## config.mk

```make
export PLATFORM = sky130hd
export DESIGN_NAME = button_event_decoder
export DESIGN_NICKNAME = d
export VERILOG_FILES = /design/src/rtl/button_event_pkg.sv /design/src/rtl/button_event_decoder_event_timer.sv /design/src/rtl/button_event_decoder.sv
export SDC_FILE = /design/constraint.sdc
export NUM_CORES = 1
export LEC_CHECK = 0
export ABC_AREA = 1
export CORE_MARGIN = 2
export CORE_UTILIZATION = 45
export CTS_CLUSTER_SIZE = 20
export DETAILED_ROUTE_END_ITERATION = 6
export PLACE_DENSITY_LB_ADDON = 0.3
export SYNTH_ARGS = -nofsm -noshare
export SYNTH_HDL_FRONTEND = slang
export SYNTH_SLANG_ARGS = --single-unit
```

## constraint.sdc

```tcl
create_clock -name i_Clk -period 3.5 [get_ports i_Clk]
set_clock_uncertainty 0.05 [all_clocks]
set_input_delay 0.525 -clock i_Clk [delete_from_list [all_inputs] [get_ports i_Clk]]
set_output_delay 0.525 -clock i_Clk [all_outputs]
set_load 0.005 [all_outputs]
```

## src/rtl/button_event_pkg.sv

```systemverilog
// rtl/button_event_pkg.sv - shared state type, default limits and counter sizing for the button event decoder
package button_event_pkg;

  typedef enum logic [2:0] {
    IDLE      = 3'd0,
    PRESS1    = 3'd1,
    LONG_HELD = 3'd2,
    GAP       = 3'd3,
    PRESS2    = 3'd4
  } button_state_t;

  // 1 s and 300 ms at a 25 MHz system clock
  localparam int c_DEFAULT_LONG_LIMIT = 25000000;
  localparam int c_DEFAULT_DOUBLE_GAP = 7500000;

  // Width that can hold the larger of the two limits without wrapping
  function automatic int count_width(input int a, input int b);
    int m;
    m = (a > b) ? a : b;
    return $clog2(m + 1);
  endfunction

endpackage

```

## src/rtl/button_event_decoder_event_timer.sv

```systemverilog
// rtl/button_event_decoder_event_timer.sv - shared duration counter with last-count flag
module event_timer #(
  parameter int c_WIDTH = 4
) (
  input  logic               i_Clk,
  input  logic               i_Rst,
  input  logic               i_Clear,
  input  logic               i_Load_One,
  input  logic               i_Enable,
  input  logic [c_WIDTH-1:0] i_Limit,
  output logic               o_Last
);

  logic [c_WIDTH-1:0] r_Count;

  // Clear wins over load; increments saturate so the count never wraps
  always_ff @(posedge i_Clk) begin
    if (i_Rst || i_Clear) begin
      r_Count <= '0;
    end else if (i_Load_One) begin
      r_Count <= c_WIDTH'(1);
    end else if (i_Enable && (r_Count != {c_WIDTH{1'b1}})) begin
      r_Count <= r_Count + c_WIDTH'(1);
    end
  end

  // Flags that the sample being taken now is the limit-th one of the run
  always_comb begin
    o_Last = (r_Count == (i_Limit - c_WIDTH'(1)));
  end

endmodule

```

## src/rtl/button_event_decoder.sv

```systemverilog
// rtl/button_event_decoder.sv - decodes a debounced level into short/long/double press pulses (optional DOUBLE_PRESS_EN)
module button_event_decoder
  import button_event_pkg::*;
#(
  parameter int c_LONG_LIMIT = c_DEFAULT_LONG_LIMIT,
  parameter int c_DOUBLE_GAP = c_DEFAULT_DOUBLE_GAP
) (
  input  logic i_Clk,
  input  logic i_Rst,
  input  logic i_Switch,
  output logic o_Short_Press,
  output logic o_Long_Press,
  output logic o_Double_Press,
  output logic o_Held
);

  localparam int c_CNT_W = count_width(c_LONG_LIMIT, c_DOUBLE_GAP);
  localparam logic [c_CNT_W-1:0] c_LONG_LIM_W = c_CNT_W'(c_LONG_LIMIT);
`ifdef DOUBLE_PRESS_EN
  localparam logic [c_CNT_W-1:0] c_GAP_LIM_W = c_CNT_W'(c_DOUBLE_GAP);
`endif

  button_state_t r_State, w_Next_State;
  logic w_Clear, w_Load_One, w_Enable, w_Last;
  logic [c_CNT_W-1:0] w_Limit;
  logic w_Short, w_Long;
`ifdef DOUBLE_PRESS_EN
  logic w_Double;
`endif

  event_timer #(
    .c_WIDTH(c_CNT_W)
  ) u_timer (
    .i_Clk      (i_Clk),
    .i_Rst      (i_Rst),
    .i_Clear    (w_Clear),
    .i_Load_One (w_Load_One),
    .i_Enable   (w_Enable),
    .i_Limit    (w_Limit),
    .o_Last     (w_Last)
  );

  // State and registered event outputs
  always_ff @(posedge i_Clk) begin
    if (i_Rst) begin
      r_State       <= IDLE;
      o_Short_Press <= 1'b0;
      o_Long_Press  <= 1'b0;
      o_Held        <= 1'b0;
    end else begin
      r_State       <= w_Next_State;
      o_Short_Press <= w_Short;
      o_Long_Press  <= w_Long;
      o_Held        <= (w_Next_State == LONG_HELD);
    end
  end

`ifdef DOUBLE_PRESS_EN
  // Registered double-press pulse exists only when the gap logic is built
  always_ff @(posedge i_Clk) begin
    if (i_Rst) begin
      o_Double_Press <= 1'b0;
    end else begin
      o_Double_Press <= w_Double;
    end
  end
`else
  assign o_Double_Press = 1'b0;
`endif

  // Next state, counter control and next-cycle event pulses
  always_comb begin
    w_Next_State = r_State;
    w_Clear      = 1'b0;
    w_Load_One   = 1'b0;
    w_Enable     = 1'b0;
    w_Limit      = c_LONG_LIM_W;
    w_Short      = 1'b0;
    w_Long       = 1'b0;
`ifdef DOUBLE_PRESS_EN
    w_Double     = 1'b0;
`endif
    case (r_State)
      IDLE: begin
        if (i_Switch) begin
          w_Next_State = PRESS1;
          w_Load_One   = 1'b1;
        end else begin
          w_Clear = 1'b1;
        end
      end
      PRESS1: begin
        if (i_Switch) begin
          if (w_Last) begin
            w_Long       = 1'b1;
            w_Next_State = LONG_HELD;
            w_Clear      = 1'b1;
          end else begin
            w_Enable = 1'b1;
          end
        end else begin
`ifdef DOUBLE_PRESS_EN
          w_Next_State = GAP;
          w_Load_One   = 1'b1;
`else
          w_Short      = 1'b1;
          w_Next_State = IDLE;
          w_Clear      = 1'b1;
`endif
        end
      end
      LONG_HELD: begin
        w_Clear = 1'b1;
        if (!i_Switch) begin
          w_Next_State = IDLE;
        end
      end
`ifdef DOUBLE_PRESS_EN
      GAP: begin
        w_Limit = c_GAP_LIM_W;
        if (!i_Switch) begin
          if (w_Last) begin
            w_Short      = 1'b1;
            w_Next_State = IDLE;
            w_Clear      = 1'b1;
          end else begin
            w_Enable = 1'b1;
          end
        end else begin
          w_Next_State = PRESS2;
          w_Clear      = 1'b1;
        end
      end
      PRESS2: begin
        w_Clear = 1'b1;
        if (!i_Switch) begin
          w_Double     = 1'b1;
          w_Next_State = IDLE;
        end
      end
`endif
      default: begin
        w_Next_State = IDLE;
        w_Clear      = 1'b1;
      end
    endcase
  end

endmodule

```

[Yosys cells after proc, flatten, opt, wreduce, memory -nomap -nowiden]
Cells that the tools add are included.
W data, S select, Z words.
Storage, ports and cells
  bits in registers: 31
  input port bits: 3
  output and inout port bits: 4
  logic and storage cells: 37
Operators by class
  add/sub/neg operators: 1
  eq/ne operators: 5
  muxes and demuxes: 16
  bitwise gates (word level): 2
  reduce and logical (&&, ||, !) cells: 7
Operator list (count)
  $add A25 B1 Y25 const B: 1
  $eq A25 B25 Y1 const B: 1
  $ne A25 B25 Y1 const B: 1
  $mux W3: 4
  $mux W1: 10
  $pmux W3 S3: 1
  $eq A3 B2 Y1 const B: 2
  $reduce_or A2 Y1: 2
  $eq A3 B1 Y1 const B: 1
  $logic_not A3 Y1: 1
  $reduce_or A3 Y1: 1
  $not A1 Y1: 2
  $pmux W1 S2: 1
  $reduce_bool A2 Y1: 1
  $logic_and A1 B1 Y1: 1
  $logic_or A1 B1 Y1: 1

[Logic depth before layout (Yosys ltp)]
Gate-level depths: netlist (run 1).
  depth after elaboration: 7
  depth in mapped cells: 11
  gate-level depth less buffers: 10

[By module]
From an unflattened synthesis (run 1), not the netlist that was laid out.
Unflattened totals
  cells, all modules: 479
  area total of the unflattened synthesis: 2780.2 µm²
By module, submodules not included
  event_timer: instances 1, cells each 450, area each 2555.0 µm², seq. area each 500.5 µm²
  button_event_decoder: instances 1, cells each 29, area each 225.2 µm², seq. area each 120.1 µm²

[Worst setup path before layout (run 1)]
No wires, ideal clock.
  kind: reg-to-reg
  start: register u_timer.r_Count[0]
  end: register u_timer.r_Count[24]
  library setup time: 116 ps
  data arrival time: 1600 ps
  required time: 3334 ps
  slack: 1735 ps
  stages on the path, launching flop included: 12
  path buffers: 1
  period minus slack after synthesis: 1765 ps
  path through: dfxtp_1 -> ha_1 -> inv_2 -> nor2_8 -> nand2_1 -> nor2_2 -> nand2_2 -> o21ai_2 -> inv_2 -> nand2_8 -> buf_12 -> a21oi_2
Between the ends
  longest elaborated chain between the ends: 6
  elaborated cells between the ends (all ways): 12
  those cells by class: add/sub: 1; eq/ne: 2; mux: 6; reduce/logical: 3
RTL lines
  start, declared: line button_event_decoder_event_timer.sv:14  | logic [c_WIDTH-1:0] r_Count;
  start signal, assigned: line button_event_decoder_event_timer.sv:21  | r_Count <= c_WIDTH'(1);
  start signal, assigned: line button_event_decoder_event_timer.sv:23  | r_Count <= r_Count + c_WIDTH'(1);
  $eq A25 B25 Y1: line button_event_decoder_event_timer.sv:29  | o_Last = (r_Count == (i_Limit - c_WIDTH'(1)));
  $mux W1: line button_event_decoder.sv:94  | if (w_Last) begin
  $mux W1: line button_event_decoder.sv:93  | if (i_Switch) begin
  $pmux W1 S2: line button_event_decoder.sv:83  | case (r_State)
  $logic_or A1 B1 Y1: line button_event_decoder_event_timer.sv:18  | if (i_Rst || i_Clear) begin
  $reduce_or A2 Y1 (no source line)
Several ways; a longest one is shown, not always the timed one.
A chain may end at the register's enable or synchronous reset.

[Worst setup path in the final report (run 1)]
  start: register u_timer.r_Count[0]
  end: register u_timer.r_Count[23]
Same word-level chain as after synthesis.

==> results of run 1 <==
[layer usage]
| layer | track usage | vias to the layer above | part of all wire |
|---|---|---|---|
| met5 | 0 | - | 0 |
| met4 | 0.0641 | 0 | 0.015 |
| met3 | 0.0436 | 5 | 0.036 |
| met2 | 0.268 | 23 | 0.43 |
| met1 | 0.258 | 740 | 0.52 |
| li1 | - | 910 | - |
[cells by family (layout without fill, tap and decap cells)]
| group | after synthesis | in the layout | share of synthesized area |
|---|---|---|---|
| simple gates | 185 | 185 | 0.411 |
| flops | 31 | 31 | 0.318 |
| compound gates | 28 | 28 | 0.115 |
| buf+inv | 28 | 34 | 0.0796 |
| xor+xnor | 15 | 15 | 0.0674 |
| fa+ha+maj | 1 | 1 | 0.00642 |
| other cells | 1 | 2 | 0.00192 |
[area by class of cell]
cell class	count	area (µm²)
Clock buffer	6	82.6
Clock inverter	2	35.0
Fill cell	423	1980
Inverter	21	78.8
Multi-Input combinational cell	231	1180
Sequential cell	31	621
Tap cell	50	62.6
Timing Repair Buffer	5	50.0
[cell usage in the layout (no fill, tap or decap), drive strengths merged]
cell / Yosys / layout
nand2: 120 / 120
nor2: 47 / 47
dfxtp: 31 / 31
a21oi: 25 / 25
inv: 21 / 21
xor2: 12 / 12
nand3: 9 / 9
clkbuf: 0 / 6
clkdlybuf4s50: 0 / 5
nand4: 3 / 3
nand3b: 3 / 3
xnor2: 3 / 3
nor3: 2 / 2
o31ai: 2 / 2
conb: 1 / 2
or2: 1 / 1
o21ai: 1 / 1
ha: 1 / 1
bufinv: 0 / 1
clkinv: 0 / 1
[flip-flops by register name, summed over array words and instances (netlist names)]
name	cells
u_timer.r_Count	25
o_Held	1
o_Short_Press	1
r_State	3
o_Long_Press	1
[report_power, final]
part | total [mW] | internal, mW | leakage, nW | switching (mW)
clock network | 0.367 | 0.230 | 0.0612 | 0.137
registers | 0.356 | 0.354 | 0.250 | 0.00151
logic | 0.0189 | 0.00528 | 0.400 | 0.0137
[how the worst max path moves through the flow]
| stage | startpoint | to | slack (ns) | depth (start not counted) |
|---|---|---|---|---|
| floorplan | u_timer.r_Count[0]$_SDFFE_PP0P_ | u_timer.r_Count[24]$_SDFFE_PP0P_ | 1.73 | 11 |
| global route | u_timer.r_Count[0]$_SDFFE_PP0P_ | u_timer.r_Count[23]$_SDFFE_PP0P_ | 1.00 | 10 |
| CTS | u_timer.r_Count[0]$_SDFFE_PP0P_ | u_timer.r_Count[6]$_SDFFE_PP0P_ | 1.21 | 10 |
| detailed placement | i_Switch | u_timer.r_Count[23]$_SDFFE_PP0P_ | 1.06 | 7 |
| global placement | i_Switch | u_timer.r_Count[6]$_SDFFE_PP0P_ | 1.15 | 7 |
| finish | u_timer.r_Count[0]$_SDFFE_PP0P_ | u_timer.r_Count[23]$_SDFFE_PP0P_ | 1.23 | 10 |
==> qor.yml, run 1 <==
cts:
  cts_buffers: 5
  clk_latency_ns: 0.29
  clk_pin_slew_worst_paths_ns: 0.07
  max-clock-path-buffers: 2
  cts_setup_buffers: 0
  clock-sinks: 31
  hold_buffers: 0
  h-tree-depth: 2
  cts_tree: "done"
  cts-root-buf: "clkbuf_8"
  post_cts_resized: 0
setup_path:
  path_delay_family: "simple AND/OR/NAND/NOR gates"
  r2r_end: "u_timer.r_Count[23]$_SDFFE_PP0P_"
  slowest_delay_ns: 0.47
  cp-start-kind: "register"
  path_cells: "ha_1 > inv_2 > nor2_8 > nand2_2 > nor2_4 > nand2_2 > nand3_4 > inv_2 > nand2_1 > a21oi_1"
  arrival_ns: 2.40
  reg2reg_slack_ns: 1.23
  cp-end-kind: "register"
  critPathKind: "register to register"
  cpMaxStageDelayCell: "dfxtp_1"
  crit_buf_inv: 2
  critPathRequiredTime_ns: 3.62
  rr_startpoint: "u_timer.r_Count[0]$_SDFFE_PP0P_"
  cp_max_fo: 26
  ff2ff_path_depth: 10
sta:
  drv_slew: 0
  hold_viol: 0
  period_share: 0.650
  max_freq_ghz: 0.440
  rsz0062_at_grt: "no"
  fin_crit_ns: 2.27
  setup_ws_ns: 1.23
  fin_setup_tns_ns: 0
  setup_viol: 0
  holdWs_ns: 0.451
floorplanning:
  io_pins: 7
  core_um2: 4090
  dieArea_um2: 4870
  rows: 23
  die_x_um: 69.8
  die_y_um: 69.8
  start_util: 0.477
layout:
  drive_gt1_frac: 0.145
  syn_to_final_growth_pct: 8.09
  fin_area_um2: 2110
  fin_cells: 346
  num_antenna_cells: 0
  final_nets: 299
  fin_util: 0.516
placement:
  place_worst_setup_slack_ns: 1.06
  dp_hpwl_um: 2930
  dpl-instance-area_um2: 1990
  port_buffers: 5
  dpl.cell_count: 338
  gp_congestion: 0.898
routing:
  via_count: 1678
  wire_per_inst_um: 11.5
  antenna_left: 0
  vias_per_cell: 4.85
  drc: 0
  first_iter_violations: 102
  dr.pass1.iters: 4
  finalWirelength_um: 3970
grt:
  antenna_found_initial: 0
  grt_pass1_vias: 1531
  grt_max_degree: 27
  grt_first_pass_wirelength_um: 7160
  overflow: 0
  grt_use_total: 0.182
power_and_ir_drop:
  peakVddDrop_mv: 0.219
  static-leakage-power_nw: 0.712
  pwr_density_cell_nw_per_um2: 352
  finalPower_mw: 0.741
yosys:
  yosysMostFrequentCell: "nand2_1"
  yosys-top-cells-count: "nand2_1 (115), nor2_1 (43), dfxtp_1 (31), a21oi_2 (20), inv_1 (18)"
  syn_inst: 289
  ys_seq_area_frac: 0.318
  synthesis.area_um2: 1950
  synth_top_area_frac: 0.318
  yosys.area.top_type: "dfxtp_1"
  async_flop_share: 0
  synth_warnings: 0
  avgSynthCellArea_um2: 6.75
  synthFlopType: "dfxtp_1"
  ys_seq_elements: 31
  synth_area_leaders: "dfxtp_1 (32%), nand2_1 (22%), a21oi_2 (9.0%), nor2_1 (8.3%), xor2_1 (5.4%)"
  yosys.cell_types.count: 28
  synth-edff-count: 0
min_path:
  hold_start: "r_State[2]$_SDFF_PP0_"
  whs_endpoint: "o_Held$_SDFF_PP0_"
  hold_class: "register to register"
  min_path_cells: 1
run_status:
  status: "complete, no violations"
flow_run:
  cap_violations: 0
No activity file was read; power rests on OpenSTA's default activity.
==> run 2, diff against run 1 <==
- clock period: 3.5 -> 2.4 ns (I/O delays scaled with it)
==> run 2 against run 1 <==
  * Sequential power increased by 46%
  * Routed wire length increased by 4.0%
  * Largest cell class unchanged
  * Flip-flop and latch count unchanged
  * Global-route usage increased by 0.28 points
  * Via count increased by 2.4%
  * Core utilization increased by 0.34 points
  * Clock-buffer cell count increased by 1
  * Critical endpoint is now u_timer.r_Count[15]$_SDFFE_PP0P_
  * Hold slack got worse by 0.017 ns
  * Critical path depth unchanged
  * Highest routed layer unchanged
  * Sequential share of layout area decreased by 0.19 points
==> qor.yml, run 2 (synthesis gave the netlist of run 1 again) <==
layout:
  final_common_cell: "nand2_1"
  top_register: "u_timer.r_Count"
  num_antenna_cells: 0
  syn_to_final_growth_pct: 8.79
  layout_common_cells: "nand2_1 (115), nor2_1 (43), dfxtp_1 (31)"
  final_nets: 301
  reg_top3: "u_timer.r_Count: 25 flops, r_State: 3 flops"
  drive_gt1_frac: 0.151
  largest_reg_flops: 25
  fin_util: 0.519
routing:
  dr.pass1.iters: 6
  via_count: 1719
  finalWirelength_um: 4120
  first_iter_violations: 149
  vias_per_cell: 4.94
  antenna_left: 0
  wire_per_inst_um: 11.9
  drc: 0
setup_path:
  cp-start-kind: "register"
  cp_max_fo: 23
  arrival_ns: 2.10
  critPathKind: "register to register"
  cp-end-kind: "register"
  critPathRequiredTime_ns: 2.52
  ff2ff_path_depth: 10
cts:
  clock-sinks: 31
  cts-root-buf: "clkbuf_8"
  h-tree-depth: 2
  cts_setup_buffers: 0
  cts_buffers: 5
  max-clock-path-buffers: 2
  clk_latency_ns: 0.28
  clk_pin_slew_worst_paths_ns: 0.07
  post_cts_resized: 0
  cts_tree: "done"
  hold_buffers: 0
floorplanning:
  core_um2: 4090
  rows: 23
  die_y_um: 69.8
  dieArea_um2: 4870
  start_util: 0.477
  io_pins: 7
  die_x_um: 69.8
grt:
  overflow: 0
  grt_max_degree: 25
  grt_first_pass_wirelength_um: 7330
  grt_pass1_vias: 1634
  antenna_found_initial: 0
  grt_use_total: 0.185
sta:
  max_freq_ghz: 0.504
  rsz0062_at_grt: "no"
  period_share: 0.827
  fin_setup_tns_ns: 0
  setup_viol: 0
  fin_crit_ns: 1.98
  holdWs_ns: 0.434
  drv_slew: 0
  hold_viol: 0
placement:
  port_buffers: 5
  gp_congestion: 0.929
  dp_hpwl_um: 3100
run_status:
  status: "complete, no violations"
power_and_ir_drop:
  static-leakage-power_nw: 0.717
  pwr_density_cell_nw_per_um2: 475
  peakVddDrop_mv: 0.381
  finalPower_mw: 1.01
flow_run:
  cap_violations: 0
min_path:
  hold_class: "register to register"
  min_path_cells: 2
## run 2: cell count changes in the layout (fill, tap and decap cells not counted)
cell        delta
buf_12         +1
buf_4          +1
bufinv_16      -1
clkbuf_8       +1
clkinv_2       -1
clkinvlp_4     +1
## run 2: layer usage
metal / track usage / part of all wire / wire (µm) / vias up
li1: - / - / - / 910
met1: 0.258 / 0.52 / 2160 / 778
met2: 0.274 / 0.43 / 1770 / 26
met3: 0.0451 / 0.038 / 158 / 5
met4: 0.0684 / 0.0080 / 33 / 0
met5: 0 / 0 / 0 / -
## run 2: where the power goes
part	leakage, nW	internal [mW]	switching, mW	total, mW
Combinational	0.416	0.00911	0.0209	0.0300
Sequential	0.250	0.516	0.00179	0.518
Clock	0.0505	0.261	0.199	0.459
## run 2: cell type report
type / instances / area, µm²
Timing Repair Buffer: 7 / 77.6
Clock inverter: 1 / 7.51
Sequential cell: 31 / 621
Inverter: 21 / 78.8
Clock buffer: 7 / 96.3
Tap cell: 50 / 62.6
Multi-Input combinational cell: 231 / 1180
Fill cell: 426 / 1970
## run 2: per-stage QoR
stage	instances	setup slack [ns]	cell area [µm²]
6_report	348	0.416	2120
5_1_grt	348	0.267	2120
4_1_cts	348	0.401	2120
3_5_place_dp	340	0.283	2020
3_3_place_gp	340	0.326	2020
2_1_floorplan	290	0.635	1950
## run 2: path summary, 6_finish.rpt
path | slack (ns) | start | end
min | 0.43 | u_timer.r_Count[24]$_SDFFE_PP0P_ | u_timer.r_Count[24]$_SDFFE_PP0P_
min reg2reg | 0.43 | u_timer.r_Count[24]$_SDFFE_PP0P_ | u_timer.r_Count[24]$_SDFFE_PP0P_
max reg2reg | 0.42 | u_timer.r_Count[0]$_SDFFE_PP0P_ | u_timer.r_Count[15]$_SDFFE_PP0P_
max | 0.42 | u_timer.r_Count[0]$_SDFFE_PP0P_ | u_timer.r_Count[15]$_SDFFE_PP0P_
## run 2: worst max-delay path, cell delays in order, from the launching register on
cell and delay, ns:
dfxtp_1 0.35, ha_1 0.25, inv_2 0.10, nor2_8 0.18, nand2_1 0.09, nor2_2 0.16
nand2_2 0.12, nand3_4 0.15, inv_2 0.20, nand2_1 0.14, a21oi_2 0.05
